[src/rtl/instr_aligner_pkg.sv]
// Shared constants and decode-stage types for the RV32IMC fetch aligner.
package instr_aligner_pkg;

  localparam logic [1:0]  INSN_LEN32_CODE = 2'b11;
  localparam logic [31:0] HALFWORD_BYTES  = 32'd2;
  localparam logic [31:0] WORD_BYTES      = 32'd4;

  typedef struct packed {
    logic [31:0] instruction;
    logic [31:0] instrPc;
    logic        isCompressed;
  } aligned_instr_t;

  // Length is encoded in the low two bits of the first halfword.
  function automatic logic is_len32(input logic [15:0] hw);
    return hw[1:0] == INSN_LEN32_CODE;
  endfunction

endpackage

[src/rtl/instr_aligner_if.sv]
// Fetch-response, redirect and decode-side signals of the instruction aligner.
interface instr_aligner_if;

  logic        fetchValid;
  logic        fetchReady;
  logic [31:0] fetchAddr;
  logic [31:0] fetchData;
  logic        flush;
  logic [31:0] flushPc;
  logic        instrValid;
  logic        instrReady;
  logic [31:0] instruction;
  logic [31:0] instrPc;
  logic        isCompressed;

  // Environment side: fetch unit, redirect logic and decoder.
  modport master (
    output fetchValid, fetchAddr, fetchData, flush, flushPc, instrReady,
    input  fetchReady, instrValid, instruction, instrPc, isCompressed
  );

  modport slave (
    input  fetchValid, fetchAddr, fetchData, flush, flushPc, instrReady,
    output fetchReady, instrValid, instruction, instrPc, isCompressed
  );

endinterface

[src/rtl/instr_aligner.sv]
// Turns word-aligned fetch words into whole 16/32-bit instructions with PCs,
// handling halfword-aligned starts, straddling instructions and redirects.
module instr_aligner
  import instr_aligner_pkg::*;
#(
  parameter logic [31:0] BOOT_ADDR = 32'h0000_0000
) (
  input logic       clk,
  input logic       rst_n,
  instr_aligner_if.slave bus
);

  logic [63:0] buf_reg, buf_next;
  logic [2:0]  count_reg, count_next;
  logic [31:0] head_pc_reg, head_pc_next;
  logic [31:0] exp_addr_reg, exp_addr_next;
  logic        drop_low_reg, drop_low_next;

  logic [15:0]    head_hw;
  logic           head_is32;
  logic           instr_avail;
  aligned_instr_t out_instr;

  assign head_hw     = buf_reg[15:0];
  assign head_is32   = is_len32(head_hw);
  assign instr_avail = head_is32 ? (count_reg >= 3'd2) : (count_reg >= 3'd1);

  // Outputs depend on registered state only; flush merely masks valid.
  always_comb begin
    out_instr         = '0;
    out_instr.instrPc = head_pc_reg;
    if (instr_avail) begin
      out_instr.instruction  = head_is32 ? buf_reg[31:0] : {16'h0000, head_hw};
      out_instr.isCompressed = !head_is32;
    end
  end

  assign bus.instrValid   = instr_avail && !bus.flush;
  assign bus.instruction  = out_instr.instruction;
  assign bus.instrPc      = out_instr.instrPc;
  assign bus.isCompressed = out_instr.isCompressed;
  assign bus.fetchReady   = (count_reg <= 3'd2);

  logic        consume;
  logic [2:0]  shift_hw;
  logic [63:0] buf_shifted;
  logic [2:0]  count_shifted;
  logic        word_match;
  logic [2:0]  append_cnt;
  logic [15:0] app_hw0, app_hw1;
  logic [63:0] buf_merged;

  assign consume       = bus.instrValid && bus.instrReady;
  assign shift_hw      = consume ? (head_is32 ? 3'd2 : 3'd1) : 3'd0;
  assign buf_shifted   = !consume ? buf_reg :
                         head_is32 ? {32'h0, buf_reg[63:32]} : {16'h0, buf_reg[63:16]};
  assign count_shifted = count_reg - shift_hw;

  assign word_match = bus.fetchValid && bus.fetchReady && (bus.fetchAddr == exp_addr_reg);
  assign append_cnt = word_match ? (drop_low_reg ? 3'd1 : 3'd2) : 3'd0;
  assign app_hw0    = drop_low_reg ? bus.fetchData[31:16] : bus.fetchData[15:0];
  assign app_hw1    = bus.fetchData[31:16];

  // Each slot keeps its shifted halfword or takes an appended one; since
  // fetchReady caps count at 2, shifted count plus append never exceeds 4.
  for (genvar gi = 0; gi < 4; gi++) begin : g_slot
    localparam logic [2:0] SLOT = 3'(gi);
    logic [2:0] rel;
    assign rel = SLOT - count_shifted;
    assign buf_merged[gi*16 +: 16] =
        (SLOT < count_shifted)  ? buf_shifted[gi*16 +: 16] :
        (rel < append_cnt)      ? ((rel == 3'd0) ? app_hw0 : app_hw1) :
                                  16'h0000;
  end

  always_comb begin
    buf_next      = buf_merged;
    count_next    = count_shifted + append_cnt;
    head_pc_next  = head_pc_reg;
    exp_addr_next = exp_addr_reg;
    drop_low_next = drop_low_reg;
    if (bus.flush) begin
      buf_next      = '0;
      count_next    = 3'd0;
      head_pc_next  = bus.flushPc;
      exp_addr_next = {bus.flushPc[31:2], 2'b00};
      drop_low_next = bus.flushPc[1];
    end else begin
      if (consume) begin
        head_pc_next = head_pc_reg + (head_is32 ? WORD_BYTES : HALFWORD_BYTES);
      end
      if (word_match) begin
        exp_addr_next = exp_addr_reg + WORD_BYTES;
        drop_low_next = 1'b0;
      end
    end
  end

  always_ff @(posedge clk or negedge rst_n) begin
    if (!rst_n) begin
      buf_reg      <= '0;
      count_reg    <= 3'd0;
      head_pc_reg  <= BOOT_ADDR;
      exp_addr_reg <= {BOOT_ADDR[31:2], 2'b00};
      drop_low_reg <= BOOT_ADDR[1];
    end else begin
      buf_reg      <= buf_next;
      count_reg    <= count_next;
      head_pc_reg  <= head_pc_next;
      exp_addr_reg <= exp_addr_next;
      drop_low_reg <= drop_low_next;
    end
  end

endmodule

[src/flat_wrapper.sv]
// flat-port wrapper written by rule: the top's interface ports become plain ports
module instr_aligner_flat import instr_aligner_pkg::*;
#(
  parameter logic [31:0] BOOT_ADDR = 32'h0000_0000
)
  (clk, rst_n, bus_fetchValid, bus_fetchAddr, bus_fetchData, bus_flush, bus_flushPc, bus_instrReady, bus_fetchReady, bus_instrValid, bus_instruction, bus_instrPc, bus_isCompressed);
  instr_aligner_if bus_i ();
  input logic clk;
  input logic rst_n;
  input wire logic [$bits(bus_i.fetchValid)-1:0] bus_fetchValid;
  input wire logic [$bits(bus_i.fetchAddr)-1:0] bus_fetchAddr;
  input wire logic [$bits(bus_i.fetchData)-1:0] bus_fetchData;
  input wire logic [$bits(bus_i.flush)-1:0] bus_flush;
  input wire logic [$bits(bus_i.flushPc)-1:0] bus_flushPc;
  input wire logic [$bits(bus_i.instrReady)-1:0] bus_instrReady;
  output wire logic [$bits(bus_i.fetchReady)-1:0] bus_fetchReady;
  output wire logic [$bits(bus_i.instrValid)-1:0] bus_instrValid;
  output wire logic [$bits(bus_i.instruction)-1:0] bus_instruction;
  output wire logic [$bits(bus_i.instrPc)-1:0] bus_instrPc;
  output wire logic [$bits(bus_i.isCompressed)-1:0] bus_isCompressed;
  assign bus_i.fetchValid = bus_fetchValid;
  assign bus_i.fetchAddr = bus_fetchAddr;
  assign bus_i.fetchData = bus_fetchData;
  assign bus_i.flush = bus_flush;
  assign bus_i.flushPc = bus_flushPc;
  assign bus_i.instrReady = bus_instrReady;
  assign bus_fetchReady = bus_i.fetchReady;
  assign bus_instrValid = bus_i.instrValid;
  assign bus_instruction = bus_i.instruction;
  assign bus_instrPc = bus_i.instrPc;
  assign bus_isCompressed = bus_i.isCompressed;
  instr_aligner #(.BOOT_ADDR(BOOT_ADDR)) u_core (.clk(clk), .rst_n(rst_n), .bus(bus_i));
endmodule
[config.mk]
export PLATFORM = sky130hd
export DESIGN_NAME = instr_aligner_flat
export DESIGN_NICKNAME = d
export VERILOG_FILES = /design/src/rtl/instr_aligner_pkg.sv /design/src/rtl/instr_aligner_if.sv /design/src/rtl/instr_aligner.sv /design/src/flat_wrapper.sv
export SDC_FILE = /design/constraint.sdc
export NUM_CORES = 1
export LEC_CHECK = 0
export BUFFER_PORTS_ARGS = -buffer_cell sky130_fd_sc_hd__buf_2
export CORE_UTILIZATION = 50
export DETAILED_ROUTE_END_ITERATION = 12
export GPL_TIMING_DRIVEN = 0
export PLACE_DENSITY = 0.76
export SYNTH_ARGS = -nofsm -noshare
export SYNTH_HDL_FRONTEND = slang
export SYNTH_SLANG_ARGS = --single-unit
[constraint.sdc]
create_clock -name clk -period 9.4 [get_ports clk]
set_clock_uncertainty 0.05 [all_clocks]
set_input_delay 1.41 -clock clk [delete_from_list [all_inputs] [get_ports clk]]
set_output_delay 1.41 -clock clk [all_outputs]
set_load 0.01 [all_outputs]
==> impl_metrics.toml <==
[yosys]
yosysTopAreaCell = "dfrtp_1"
synth_seq_cells = 130
synth_edf_count = 0
synthDistinctLibCells = 53
synth_cells = 965
synth_ff_type = "dfrtp_1"
syn_avg_cell_area_um2 = 8.634
synth_fp_nets = 1083
yosysWarnings = 0
yosysMostFrequentCell = "nand2_1"
synth_common_cells = "143 x nand2_1, 130 x dfrtp_1, 63 x a21oi_1, 60 x nor2_1, 54 x nand3_1"
synthesis.area_um2 = 8332
synth_top_area_frac = 0.3904
synthArstFlopShare = 1.000
synth_area_leaders = "dfrtp_1 39%, nand2_1 6.4%, xnor2_1 4.8%, a21oi_1 3.8%, mux2_2 3.5%"
ys_seq_area_frac = 0.3904

[critical_path]
crit_chain = "clkbuf_1 -> clkbuf_1 -> clkbuf_1 -> nor3_1 -> ha_1 -> fa_1 -> inv_1 -> ha_1 -> a21o_1 -> ha_1 -> a2111oi_2 -> and2_1 -> o221ai_1 -> nand2_1"
cp_slowest_stage_delay_ns = 0.98
cp_max_fo = 10
arrival_ns = 6.51
startpoint_type = "input port"
cp_data_required_time_ns = 9.72
path_buf_inv = 4
end_kind = "flop"
crit_type = "input port to flop"
critical_path.top_delay_family = "buffers and inverters"
worst_path_max_delay_cell = "a2111oi_2"

[clock_tree]
clockBufferDepth = 2
clkLatencyLatePin_ns = 0.43
root_buffer = "clkbuf_16"
cts_tree = "done"
cts_sinks = 130
post-cts-setup-buffers = 0
cts_hold_buf = 0
cts_buffers = 17
post_cts_resized = 0
htreeDepth = 4
path_clk_slew_ns = 0.06

[timing]
setup_viol = 0
layout_min_cycle_time_ns = 6.199
fin_crit_sh = 0.6595
slew_headroom = 0.2837
fmax_mhz = 161.3
final_hold_viol_count = 0
worst_pin_slew_ns = 1.066
finalSetupTns_ns = 0
rsz0062_at_grt = "no"
final_max_slew_viol_count = 0

[routing]
post_drt_wl_per_cell_um = 19.57
drt_iter0_drc = 807
firstDrtPassIters = 6
drc = 0
drt-total-wl_um = 27000
ant_nets = 0
routed_via_density = 6.068
routed-via-count = 8374

[status]
status = "complete, no violations"

[die]
fp.dieH_um = 131.1
coreArea_um2 = 16060
rows = 46
initial_core_util = 0.5189
design.die.area_um2 = 17180
ios = 168
die_x_um = 131.1

[placement]
routabilityCongestion = 0.9406
io_buffers = 166
dp_hpwl_um = 19760

[grt]
grt_max_degree = 77
grt_pass1_wl_um = 41880
globalRouteTotalUtil = 0.3272
overflow = 0
grt_pass1_vias = 7958
grt_antenna_before_repair = 0

[finish]
nNetsFinal = 1269
diodes = 0
final_util = 0.6286
drive_gt1_frac = 0.2062
area_growth_pct = 21.16
largest_reg_flops = 64

[pwr]
vdd_ir_drop_max_uv = 136.2
p_per_area_nw_per_um2 = 150.1
static-leakage-power_nw = 4.303

[worst_hold_path]
min_path_type = "flop to flop"

[run]
maxCapViolCount = 0
## power breakdown
part | internal [mW] | switching, mW
clock | 0.450 | 0.265
combinational | 0.0766 | 0.104
sequential | 0.585 | 0.0345
## routing by layer
| layer | part of all wire | track usage |
|---|---|---|
| met1 | 0.40 | 0.4130 |
| met2 | 0.47 | 0.5307 |
| met3 | 0.089 | 0.06940 |
| met4 | 0.034 | 0.1677 |
| met5 | 0 | 0 |
## layout make-up
type / instances / area [µm²]
Tap cell: 216 / 270.3
Multi-Input combinational cell: 754 / 4765
Timing Repair Buffer: 167 / 864.6
Sequential cell: 130 / 3253
Buffer: 63 / 246.5
Clock buffer: 19 / 442.9
Fill cell: 1382 / 5963
Clock inverter: 13 / 185.2
Inverter: 18 / 67.56
## worst reg2reg max path, cell delays in order, from the launching register on
cell and delay [ns]:
dfrtp_1 0.44, nand2_1 0.27, inv_1 0.18, clkbuf_1 0.47, clkbuf_1 0.52, nor3_1 0.11, ha_1 0.23, fa_1 0.64
inv_1 0.16, ha_1 0.25, a21o_1 0.16, ha_1 0.28, a2111oi_2 0.98, and2_1 0.42, o221ai_1 0.18, nand2_1 0.09
## path summary, 6_finish.rpt
check	from	endpoint	slack [ns]	cells after the start
max in group asynchronous	rst_n	u_core.exp_addr_reg[2]$_DFFE_PN0N_	7.58	2
max reg2reg	u_core.buf_reg[0]$_DFFE_PN0P_	u_core.buf_reg[33]$_DFFE_PN0P_	3.90	15
min	u_core.buf_reg[59]$_DFFE_PN0P_	u_core.buf_reg[59]$_DFFE_PN0P_	0.45	2
min in group asynchronous	rst_n	u_core.buf_reg[13]$_DFFE_PN0P_	0.97	1
max	bus_flush	u_core.buf_reg[33]$_DFFE_PN0P_	3.20	14
min reg2reg	u_core.buf_reg[59]$_DFFE_PN0P_	u_core.buf_reg[59]$_DFFE_PN0P_	0.45	2
## stage by stage
step / hold slack, ns / setup WS [ns] / std cells / total power [mW] / area [µm²]
2_1_floorplan: 0.4185 / 4.237 / 965 / 0.7151 / 8332
3_3_place_gp: 0.4369 / 2.932 / 1347 / 0.8016 / 9433
3_5_place_dp: 0.4420 / 2.903 / 1348 / 0.8066 / 9467
4_1_cts: 0.4567 / 3.323 / 1380 / 1.516 / 10090
5_1_grt: 0.4705 / 2.962 / 1380 / 1.563 / 10090
6_report: 0.4519 / 3.201 / 1380 / 1.516 / 10090
## layout by cell type (no fill, tap or decap), types with 6 or more instances in the layout
cell       count
buf_2        173
nand2_1      143
dfrtp_1      130
a21oi_1       63
nor2_1        60
nand3_1       54
clkbuf_1      51
xnor2_1       46
and3_1        33
or3_1         31
o211ai_1      31
mux2_2        26
nand4_1       24
mux2i_1       24
nor2b_1       23
nor3_1        21
o221ai_1      21
o21ai_0       19
a31oi_1       19
inv_1         18
xor2_1        17
clkbuf_16     17
ha_1          14
and4_1         9
a22oi_1        9
o21ai_1        7
a221oi_1       7
a311oi_1       6
## cell families (layout without fill, tap and decap cells)
kind of cell,Yosys count,count (layout),share of synthesized area
and+or+nand+nor,420,420,0.2505
AOI/OAI and AO/OA,202,202,0.1596
DFF,130,130,0.3904
buffers and inverters,81,280,0.03769
xor gates and xnor gates,64,64,0.06818
muxes,51,51,0.06532
adders and majority gates,17,17,0.02823
Note: power is estimated with default switching activity, not from simulation.
